<file path="src/rtl/mem_port_arbiter.sv">
// Shares one single-ported memory between instruction fetch and the load/store path.
// Define ARB_STARVE_GUARD_EN to let a waiting fetch win after STARVE_MAX data grants.
module mem_port_arbiter #(
  parameter int ADDR_W     = 32,
  parameter int DATA_W     = 32,
  parameter int STARVE_MAX = 4
) (
  input  logic              clk,
  input  logic              rst_n,
  input  logic              if_req,
  input  logic [ADDR_W-1:0] if_addr,
  output logic [DATA_W-1:0] if_rdata,
  output logic              if_ack,
  input  logic              dm_req,
  input  logic              dm_we,
  input  logic              dm_byte,
  input  logic [ADDR_W-1:0] dm_addr,
  input  logic [DATA_W-1:0] dm_wdata,
  output logic [DATA_W-1:0] dm_rdata,
  output logic              dm_ack,
  output logic              mem_req,
  output logic              mem_we,
  output logic [3:0]        mem_be,
  output logic [ADDR_W-1:0] mem_addr,
  output logic [DATA_W-1:0] mem_wdata,
  input  logic [DATA_W-1:0] mem_rdata,
  input  logic              mem_ready
);

  typedef enum logic [1:0] {IDLE, FETCH, DATA, RESP} state_t;

  typedef struct packed {
    logic       is_data;
    logic       we;
    logic       byte_acc;
    logic [1:0] lane;
  } req_t;

  state_t     state, state_nxt;
  req_t       cur;
  logic       grant_dm, grant_if;
  logic       fetch_pri;
  logic [7:0] lane_byte;
  logic       unused_bits;

  // Fetch addresses are word aligned by contract; the low bits carry nothing.
  assign unused_bits = ^{if_addr[1:0], 32'(STARVE_MAX)};

`ifdef ARB_STARVE_GUARD_EN
  localparam int CNT_W = $clog2(STARVE_MAX + 1);
  logic [CNT_W-1:0] starve_cnt;

  // Never exceeds STARVE_MAX: at that count a pending fetch takes the next grant.
  always_ff @(posedge clk) begin
    if (!rst_n)                  starve_cnt <= '0;
    else if (grant_if)           starve_cnt <= '0;
    else if (grant_dm && if_req) starve_cnt <= starve_cnt + CNT_W'(1);
  end

  assign fetch_pri = if_req && (starve_cnt == CNT_W'(STARVE_MAX));
`else
  assign fetch_pri = 1'b0;
`endif

  always_comb begin
    state_nxt = state;
    grant_dm  = 1'b0;
    grant_if  = 1'b0;
    case (state)
      IDLE: begin
        if (dm_req && !fetch_pri) begin
          grant_dm  = 1'b1;
          state_nxt = DATA;
        end else if (if_req) begin
          grant_if  = 1'b1;
          state_nxt = FETCH;
        end
      end
      FETCH, DATA: if (mem_ready) state_nxt = RESP;
      RESP:        state_nxt = IDLE;
      default:     state_nxt = IDLE;
    endcase
  end

  always_comb begin
    lane_byte = mem_rdata[7:0];
    case (cur.lane)
      2'd1:    lane_byte = mem_rdata[15:8];
      2'd2:    lane_byte = mem_rdata[23:16];
      2'd3:    lane_byte = mem_rdata[31:24];
      default: lane_byte = mem_rdata[7:0];
    endcase
  end

  always_ff @(posedge clk) begin
    if (!rst_n) begin
      state     <= IDLE;
      cur       <= '0;
      mem_be    <= '0;
      mem_addr  <= '0;
      mem_wdata <= '0;
      if_rdata  <= '0;
      dm_rdata  <= '0;
    end else begin
      state <= state_nxt;
      if (grant_dm) begin
        cur       <= '{is_data: 1'b1, we: dm_we, byte_acc: dm_byte, lane: dm_addr[1:0]};
        mem_addr  <= {dm_addr[ADDR_W-1:2], 2'b00};
        mem_be    <= dm_byte ? (4'b0001 << dm_addr[1:0]) : 4'b1111;
        mem_wdata <= dm_byte ? {4{dm_wdata[7:0]}} : dm_wdata;
      end else if (grant_if) begin
        cur      <= '{is_data: 1'b0, we: 1'b0, byte_acc: 1'b0, lane: 2'b00};
        mem_addr <= {if_addr[ADDR_W-1:2], 2'b00};
        mem_be   <= 4'b1111;
      end
      if (mem_req && mem_ready) begin
        if (cur.is_data)
          dm_rdata <= cur.byte_acc ? {{(DATA_W-8){1'b0}}, lane_byte} : mem_rdata;
        else
          if_rdata <= mem_rdata;
      end
    end
  end

  // Write enable is qualified so a finished store never leaves mem_we asserted.
  assign mem_req = (state == FETCH) || (state == DATA);
  assign mem_we  = mem_req && cur.we;
  assign if_ack  = (state == RESP) && !cur.is_data;
  assign dm_ack  = (state == RESP) &&  cur.is_data;

endmodule

</file>
<file path="config.mk">
export PLATFORM = sky130hd
export DESIGN_NAME = mem_port_arbiter
export DESIGN_NICKNAME = d
export VERILOG_FILES = /design/src/rtl/mem_port_arbiter.sv
export SDC_FILE = /design/constraint.sdc
export NUM_CORES = 1
export LEC_CHECK = 0
export ABC_AREA = 1
export BUFFER_PORTS_ARGS = -buffer_cell sky130_fd_sc_hd__buf_2
export CORE_MARGIN = 2
export CORE_UTILIZATION = 50
export DETAILED_ROUTE_END_ITERATION = 10
export PLACE_DENSITY = 0.86
export RECOVER_POWER = 25
export SLEW_MARGIN = 20
export SYNTH_ARGS = -nofsm -noshare
export SYNTH_HDL_FRONTEND = slang
export SYNTH_SLANG_ARGS = --single-unit
</file>
<file path="constraint.sdc">
create_clock -name clk -period 3 [get_ports clk]
set_input_delay 0.9 -clock clk [delete_from_list [all_inputs] [get_ports clk]]
set_output_delay 0.9 -clock clk [all_outputs]
set_load 0.005 [all_outputs]
</file>
==> impl_metrics.ini <==
[sta]
setup_viol_count_final = 0
relSlewSlack_pct = 19.4
clock.fmax_ghz = 0.417
rsz0062_at_grt = no
fin_setup_tns_ns = 0
hold_viol = 0
finalWorstPathRequiredPeriod_ns = 2.40
skew_ns = 0.00894
fin_crit_sh_pct = 79.9
slew_viol_final = 0
holdWs_ns = 0.461
worst_pin_slew_ns = 1.21

[synthesis]
synth_most_common_cell = dfxtp_1
synth_top_cell_by_area = dfxtp_1
synthTopCellsByArea = dfxtp_1, a21oi_1, o21ai_0
ys_types = 25
ys.warnings.count = 0
synth_ff_type = dfxtp_1
yosys-top-cells-count = dfxtp_1, a21oi_1, o21ai_0
yosysTopAreaCellShare_pct = 49.0
async_flop_share_pct = 0
ys_ff_latch = 137
synthCells = 726
synth_seq_area_share_pct = 49.0
postSynthAreaPerCell_sq_um = 7.71
syn_area_sq_um = 5600
synth_edf_count = 0

[cells_and_area]
final_cells = 1117
drive_gt1_share_pct = 30.9
syn2layout_area_growth_pct = 33.0
seq_area_sq_um = 2740
nets = 1100
fillers = 917
multi_input_area_sq_um = 2340

[routing]
drtIter0Drc = 427
vias_per_cell = 5.32
drc = 0
wl_per_cell_microns = 15.9
num_vias = 5948
drtPass1Iterations = 5
wirelength_microns = 17700
ant_nets = 0

[power]
combPwrFrac_pct = 31.3
swShare_pct = 35.8
p_total_w = 0.00675
irDropWorstVdd_mv = 0.555
pwr-share-clk_pct = 30.4
internal-power_w = 0.00433
pwr-share-seq_pct = 38.4
p_leak_nw = 3.55
power.density_nw_per_um2 = 907
p_switching_w = 0.00241

[global_route]
grt_overflow = 0
grt_pass1_wl_microns = 26700
grt_usage_pct = 28.9
grt_max_degree = 69
antenna_found_initial = 1
grt_pass1_vias = 5401

[die]
rows = 38
dieWidth_microns = 110
num_io_pins = 271
core_area_sq_um = 10900
die-area_sq_um = 12100
die_y_microns = 110
initial_core_util_pct = 51.4

[outcome]
outcome = finished, final reports clean

[min_path]
hp-start = cur[3]$_SDFFE_PN0P_
worstHoldPathType = reg -> reg

[clock_tree]
ctsRootBufferMaster = clkbuf_8
tritoncts = done
cts_resized = 0
cts_made_buffers = 17
clock_path_buffers = 2
clock_latency_ns = 0.52
clk_pin_slew_ns = 0.06
cts_setup_buffers = 0
clkSinkCount = 137
h-tree-depth = 4
hold_buffers = 0

[placement]
hpwl_microns = 12500
io_buffers = 266
dp_cells = 1084
gp_congestion = 0.854

[critical_path]
cp.arrival_ns = 1.50
cp-end-kind = primary output
reg2reg_from = state[0]$_SDFFE_PN0P_
cp.required_ns = 2.10
cp_max_fo = 5
critPathKind = reg -> out
crit_start = state[0]$_SDFFE_PN0P_
cp-start-kind = flop

[run]
cap_violations = 0
-- worst max-delay path, stage by stage, from the launching register on --
cell	delay (ns)
dfxtp_1	0.34
inv_1	0.06
ha_1	0.35
nand2_1	0.09
inv_1	0.03
buf_2	0.12
-- cells in the final DEF (no fill, tap or decap), drive strengths merged --
master    count
a21oi       143
nand3        16
nand2        88
bufinv        2
nor2         74
ha            2
nand4        24
clkinvlp      5
conb          2
dfxtp       137
diode         1
buf         252
clkbuf       42
clkinv        4
o21ai       100
inv          54
o22ai        31
-- cell type report --
cell class | instances | share of cell area, %
Tap cell | 140 | 2.35
Clock buffer | 19 | 5.93
Clock inverter | 13 | 1.92
Timing Repair Buffer | 275 | 18.7
Inverter | 52 | 2.67
Sequential cell | 137 | 36.8
Antenna cell | 1 | 0.0336
Multi-Input combinational cell | 480 | 31.5
-- metrics by stage --
stage / worst slack [ns] / utilization [%] / area, sq um
after floorplan: 1.27 / - / 5600
after global placement: 0.621 / 63.3 / 6890
after detailed placement: 0.554 / 63.3 / 6890
after CTS: 0.584 / 68.6 / 7470
after global routing: 0.335 / 68.4 / 7440
final: 0.604 / 68.4 / 7440
-- flip-flops by register name, summed over array words and instances, names as in the netlist --
signal,flops
mem_be,4
mem_wdata,32
cur,5
state,2
dm_rdata,32
mem_addr,30
if_rdata,32
-- metal layers --
metal	global-route usage [%]	vias to the layer above	routed length (microns)
met5	0	-	0
met4	13.7	0	596
met3	7.59	31	1470
met2	48.2	295	8630
met1	34.6	2683	7050
li1	-	2939	-
-- power groups by stage --
stage,sequential (W),combinational [W],clock [W]
finish,0.00259,0.00211,0.00205
global route,0.00264,0.00237,0.00216
CTS,0.00258,0.00213,0.00207
detailed placement,0.00260,0.00212,0
global placement,0.00260,0.00207,0
floorplan,0.00261,0.00128,0
-- worst paths after layout --
kind	end	slack [ns]	cells after the start
setup / recovery	mem_we	0.60	5
hold / removal	cur[3]$_SDFFE_PN0P_	0.46	2
setup reg to reg	mem_addr[16]$_SDFFE_PN0P_	0.68	7
hold reg to reg	cur[3]$_SDFFE_PN0P_	0.46	2
-- cell families after synthesis --
group	share of synthesized area, %
AO/OA/AOI/OAI	26.1
adder cells (fa/ha/maj)	0.447
buffers and inverters	9.10
flip-flops	49.0
other	0.0670
AND/OR/NAND/NOR	15.3
(Power assumes the default switching activity.)
